File: src/rtl/rot_arb.sv
// rot_arb -- two-requester arbiter in front of a 4-bit rotate-right unit.
//
// A winning request has its operand and rotate amount captured on the grant edge. The result
// is presented LAT edges later and held until the consumer accepts it.
//
// Configuration macro:
//   RR_ARB_EN  defined   : round-robin arbitration on simultaneous requests
//              undefined : fixed priority, requester 0 wins
//
// Parameters:
//   LAT        rotate latency in cycles from capture to result (1..4)
//
// Ports:
//   clk        clock, rising edge
//   rst_n      asynchronous active-low reset
//   req[1:0]   per-requester request, held until the matching gnt bit is seen
//   a0, a1     4-bit operand of requester 0 / 1
//   s0, s1     2-bit rotate amount of requester 0 / 1
//   gnt[1:0]   one-hot grant pulse, one cycle wide
//   busy       high whenever an operation is in flight or a result is pending
//   rsp_valid  result available
//   rsp_ready  consumer accepts result
//   rsp_id     requester that owns the result
//   rsp_data   rotated result
module rot_arb #(
  parameter int unsigned LAT = 1
) (
  input  logic       clk,
  input  logic       rst_n,
  input  logic [1:0] req,
  input  logic [3:0] a0,
  input  logic [3:0] a1,
  input  logic [1:0] s0,
  input  logic [1:0] s1,
  output logic [1:0] gnt,
  output logic       busy,
  output logic       rsp_valid,
  input  logic       rsp_ready,
  output logic       rsp_id,
  output logic [3:0] rsp_data
);

  typedef enum logic [1:0] {StIdle, StBusy, StDone} state_e;

  localparam logic [1:0] CntInit = 2'(LAT - 1);

  state_e     state_q, state_d;
  logic [1:0] cnt_q, cnt_d;
  logic [1:0] gnt_q, gnt_d;
  logic       id_q, id_d;
  logic [3:0] data_q, data_d;
  logic       win;

  function automatic logic [3:0] rotr(input logic [3:0] v, input logic [1:0] s);
    logic [7:0] dbl;
    dbl = {v, v} >> s;
    return dbl[3:0];
  endfunction

`ifdef RR_ARB_EN
  // Index of the requester granted most recently; resets to 1 so requester 0 goes first.
  logic last_q, last_d;

  always_comb begin
    if (req == 2'b11) begin
      win = ~last_q;
    end else begin
      win = req[1];
    end
  end

  always_comb begin
    last_d = last_q;
    if (state_q == StIdle && req != 2'b00) begin
      last_d = win;
    end
  end

  always_ff @(posedge clk or negedge rst_n) begin
    if (!rst_n) begin
      last_q <= 1'b1;
    end else begin
      last_q <= last_d;
    end
  end
`else
  // Requester 0 always has priority.
  always_comb begin
    win = ~req[0];
  end
`endif

  always_comb begin
    state_d = state_q;
    cnt_d   = cnt_q;
    gnt_d   = 2'b00;
    id_d    = id_q;
    data_d  = data_q;
    unique case (state_q)
      StIdle: begin
        if (req != 2'b00) begin
          gnt_d   = win ? 2'b10 : 2'b01;
          id_d    = win;
          // Only the result is kept, so later operand changes cannot leak into it.
          data_d  = win ? rotr(a1, s1) : rotr(a0, s0);
          cnt_d   = CntInit;
          state_d = StBusy;
        end
      end
      StBusy: begin
        if (cnt_q == 2'd0) begin
          state_d = StDone;
        end else begin
          cnt_d = cnt_q - 2'd1;
        end
      end
      StDone: begin
        // No bypass: the accepting edge never captures a new request.
        if (rsp_ready) begin
          state_d = StIdle;
        end
      end
      default: state_d = StIdle;
    endcase
  end

  always_ff @(posedge clk or negedge rst_n) begin
    if (!rst_n) begin
      state_q <= StIdle;
      cnt_q   <= 2'd0;
      gnt_q   <= 2'b00;
      id_q    <= 1'b0;
      data_q  <= 4'd0;
    end else begin
      state_q <= state_d;
      cnt_q   <= cnt_d;
      gnt_q   <= gnt_d;
      id_q    <= id_d;
      data_q  <= data_d;
    end
  end

  assign gnt       = gnt_q;
  assign busy      = (state_q != StIdle);
  assign rsp_valid = (state_q == StDone);
  assign rsp_id    = id_q;
  assign rsp_data  = data_q;

endmodule

File: config.mk
export PLATFORM = sky130hd
export DESIGN_NAME = rot_arb
export DESIGN_NICKNAME = d
export VERILOG_FILES = /design/src/rtl/rot_arb.sv
export SDC_FILE = /design/constraint.sdc
export NUM_CORES = 1
export LEC_CHECK = 0
export ABC_CLOCK_PERIOD_IN_PS = 1500
export CORE_UTILIZATION = 42
export DETAILED_ROUTE_END_ITERATION = 8
export HOLD_SLACK_MARGIN = 0.02
export PLACE_DENSITY_LB_ADDON = 0.15
export SYNTH_ARGS = -nofsm -noshare
export SYNTH_HDL_FRONTEND = slang
export SYNTH_SLANG_ARGS = --single-unit
File: constraint.sdc
create_clock -name clk -period 1.5 [get_ports clk]
set_clock_uncertainty 0.05 [all_clocks]
set_input_delay 0.225 -clock clk [delete_from_list [all_inputs] [get_ports clk]]
set_output_delay 0.225 -clock clk [all_outputs]
set_load 0.005 [all_outputs]
==> flow_metrics.tcl <==
set metrics [dict create \
    antenna_found_initial 0 \
    cp-end-kind "primary output" \
    synth_top_area_share_pct 41.0 \
    drt-pass1-iter-count 3 \
    setup-tns-final_ns 0 \
    ys_types 17 \
    synth_area_leader_cell "dfrtp_1" \
    drt_iter0_drc 8 \
    grt_start_max_net_pins 12 \
    insertion_delay_ns 0.26 \
    routedWlPerCell_um 13.5 \
    syn_nets 68 \
    grt_first_pass_wirelength_um 2720 \
    whs_ns 0.235 \
    place_congestion 0.692 \
    vdd_drop_max_v 0.000514 \
    period_needed_ns 1.46 \
    viasPerCell 5.30 \
    clkSinkCount 11 \
    reg2reg_slack_ns 0.13 \
    cp-start-kind "flip-flop" \
    swShare_pct 30.7 \
    maxCapViolCount 0 \
    syn_avg_cell_area_sq_um 13.4 \
    ant_nets 0 \
    cts_buffers 3 \
    clockBufferDepth 2 \
    core_sq_mm 0.00151 \
    final.setup.worst_slack_ns 0.0387 \
    initial_core_util_pct 44.6 \
    hold_buffers 0 \
    synth_seq_cells 11 \
    leakagePower_nw 0.536 \
    num_io_pins 26 \
    routed_wl_um 1520 \
    synth-simple-area-share_pct 6.52 \
    power_frac_seq_pct 32.9 \
    crit_path_cell_trace "buf_4, nand2b_4, inv_1, clkdlybuf4s15_1" \
    rsz0062_at_grt "yes" \
    crit_fanout 3 \
    synth_seq_area_share_pct 41.0 \
    first_global_vias 637 \
    die_x_um 42.0 \
    synthTopCellsByArea "dfrtp_1 (41%), mux4_2 (17%), mux4_1 (12%)" \
    die_h_um 42.0 \
    io_buffers 25 \
    finalPower_w 0.00147 \
    muxShareOfSynthArea_pct 37.8 \
    cp_data_arrival_time_ns 1.19 \
    synth_top_family_by_area "multiplexers" \
    diodes 0 \
    criticalPathCategory "flip-flop to primary output" \
    synth-xor-area-share_pct 0 \
    worst_slew_pin_slew_ns 0.481 \
    power.share.combinational_pct 53.9 \
    drc_errors 0 \
    clk_pin_slew_ns 0.07 \
    p_sw_w 0.000452 \
    nets 116 \
    vias 599 \
    final_max_slew_viol_count 0 \
    pwr-share-clk_pct 13.2 \
    track_usage_pct 20.8 \
    layout-drive-gt1-share_pct 34.0 \
    synth_fa_ha_area_share_pct 1.86 \
    fin_crit_sh_pct 97.4 \
    setup_viol 0 \
    status "finished, final reports clean" \
    cp.required_ns 1.22 \
    slowest_delay_ns 0.39 \
    cp_slowest_cell "dfrtp_1" \
    fin_util_pct 73.8 \
    die_area_sq_mm 0.00176 \
    pre_cts_ws_ns -0.455 \
    htreeDepth 1 \
    rows 14 \
    grt-ovfl-total 0 \
    max_freq_ghz 0.684 \
    cts_tree "done" \
    hold_path.class "input pin to asynchronous set/reset pin" \
    root_buffer "clkbuf_4" \
    syn_area_sq_um 672 \
    yosysWarningCount 0 \
    relSlewSlack_pct 67.8 \
    synth_cells 50 \
    syn_to_final_growth_pct 65.4 \
    internal_power_w 0.00102 \
    hold_viol_final 0 \
    hpwlAfterDp_um 1150 \
    synth_compound_area_share_pct 8.38 \
    p_per_area_mw_per_mm2 1330 \
]
registers in the layout (all words and copies together), names as in the netlist:
register  count
rsp_data      4
cnt_q         2
gnt           2
state_q       2
rsp_id        1
final timing paths:
check                                 from         end  depth (start not counted)
worst max-delay path            state_q[0]   rsp_valid                          4
worst min-delay path                 rst_n  state_q[1]                          1
worst max register to register    cnt_q[0]    cnt_q[1]                          5
worst min register to register    cnt_q[0]    cnt_q[0]                          1
max in group asynchronous            rst_n      gnt[0]                          1
min in group clk                  cnt_q[0]    cnt_q[0]                          1
placed cells by master (no fill, tap or decap), drive strengths merged, types with 4 or more instances in the layout:
| cell | count |
|---|---|
| mux4 | 8 |
| clkbuf | 4 |
| nor2 | 4 |
| mux2i | 4 |
| o21ai | 9 |
| dlygate4sd2 | 11 |
| inv | 4 |
| clkdlybuf4s50 | 11 |
| buf | 19 |
| dfrtp | 11 |
Yosys cell counts (all sizes together):
library cell,number
mux2i,4
ha,1
nand3b,1
and2,1
mux2,2
buf,1
dfrtp,11
mux4,8
a21oi,1
o21ai,9
or3b,1
nor2,4
inv,4
nand2b,1
o22ai,1
per-layer routing:
| metal | GRT usage [%] | share of wire, % | up-vias |
|---|---|---|---|
| met5 | 0 | 0 | - |
| met4 | 9.68 | 0.86 | 0 |
| met3 | 1.29 | 3.4 | 2 |
| met2 | 40.3 | 55 | 25 |
| met1 | 22.7 | 41 | 280 |
| li1 | - | - | 292 |
timing repair:
item | CTS | global route
endpoints found under the setup margin | 5 | 7
pin swaps | 1 | 0
resized for setup | 15 | 6
setup buffers | 4 | 0
cloned | 0 | 0
final cells by class:
class                           instances  area (sq um)
Inverter                                4          15.0
Multi-Input combinational cell         34           387
Clock buffer                            4          26.3
Timing Repair Buffer                   44           388
Sequential cell                        11           275
Tap cell                               16          20.0
Fill cell                             115           395
critical path, delay by kind of cell (launching register included):
family	cells	cell delay, ns
buffers and inverters	3	0.40
AND/OR/NAND/NOR	1	0.13
flip-flops	1	0.39
power by group through the flow:
stage | clock, W | combinational, W | sequential [W]
floorplan | 0 | 0.000280 | 0.000492
global placement | 0 | 0.000658 | 0.000487
detailed placement | 0 | 0.000671 | 0.000496
CTS | 0.000203 | 0.000759 | 0.000486
global route | 0.000213 | 0.000880 | 0.000498
finish | 0.000195 | 0.000795 | 0.000485
cell families (layout without fill, tap and decap cells):
| logic type | count (synthesis) | count (layout) |
|---|---|---|
| mux | 14 | 14 |
| compound gates | 11 | 11 |
| flops | 11 | 11 |
| simple gates | 8 | 8 |
| buf+inv | 5 | 52 |
| fa+ha+maj | 1 | 1 |
metrics by stage:
step                cells  cell area (sq um)
global placement      105               1040
detailed placement    105               1040
global route          113               1110
finish                113               1110
CTS                   113               1090
floorplan              50                672
Power figures use the tool's default switching activity.
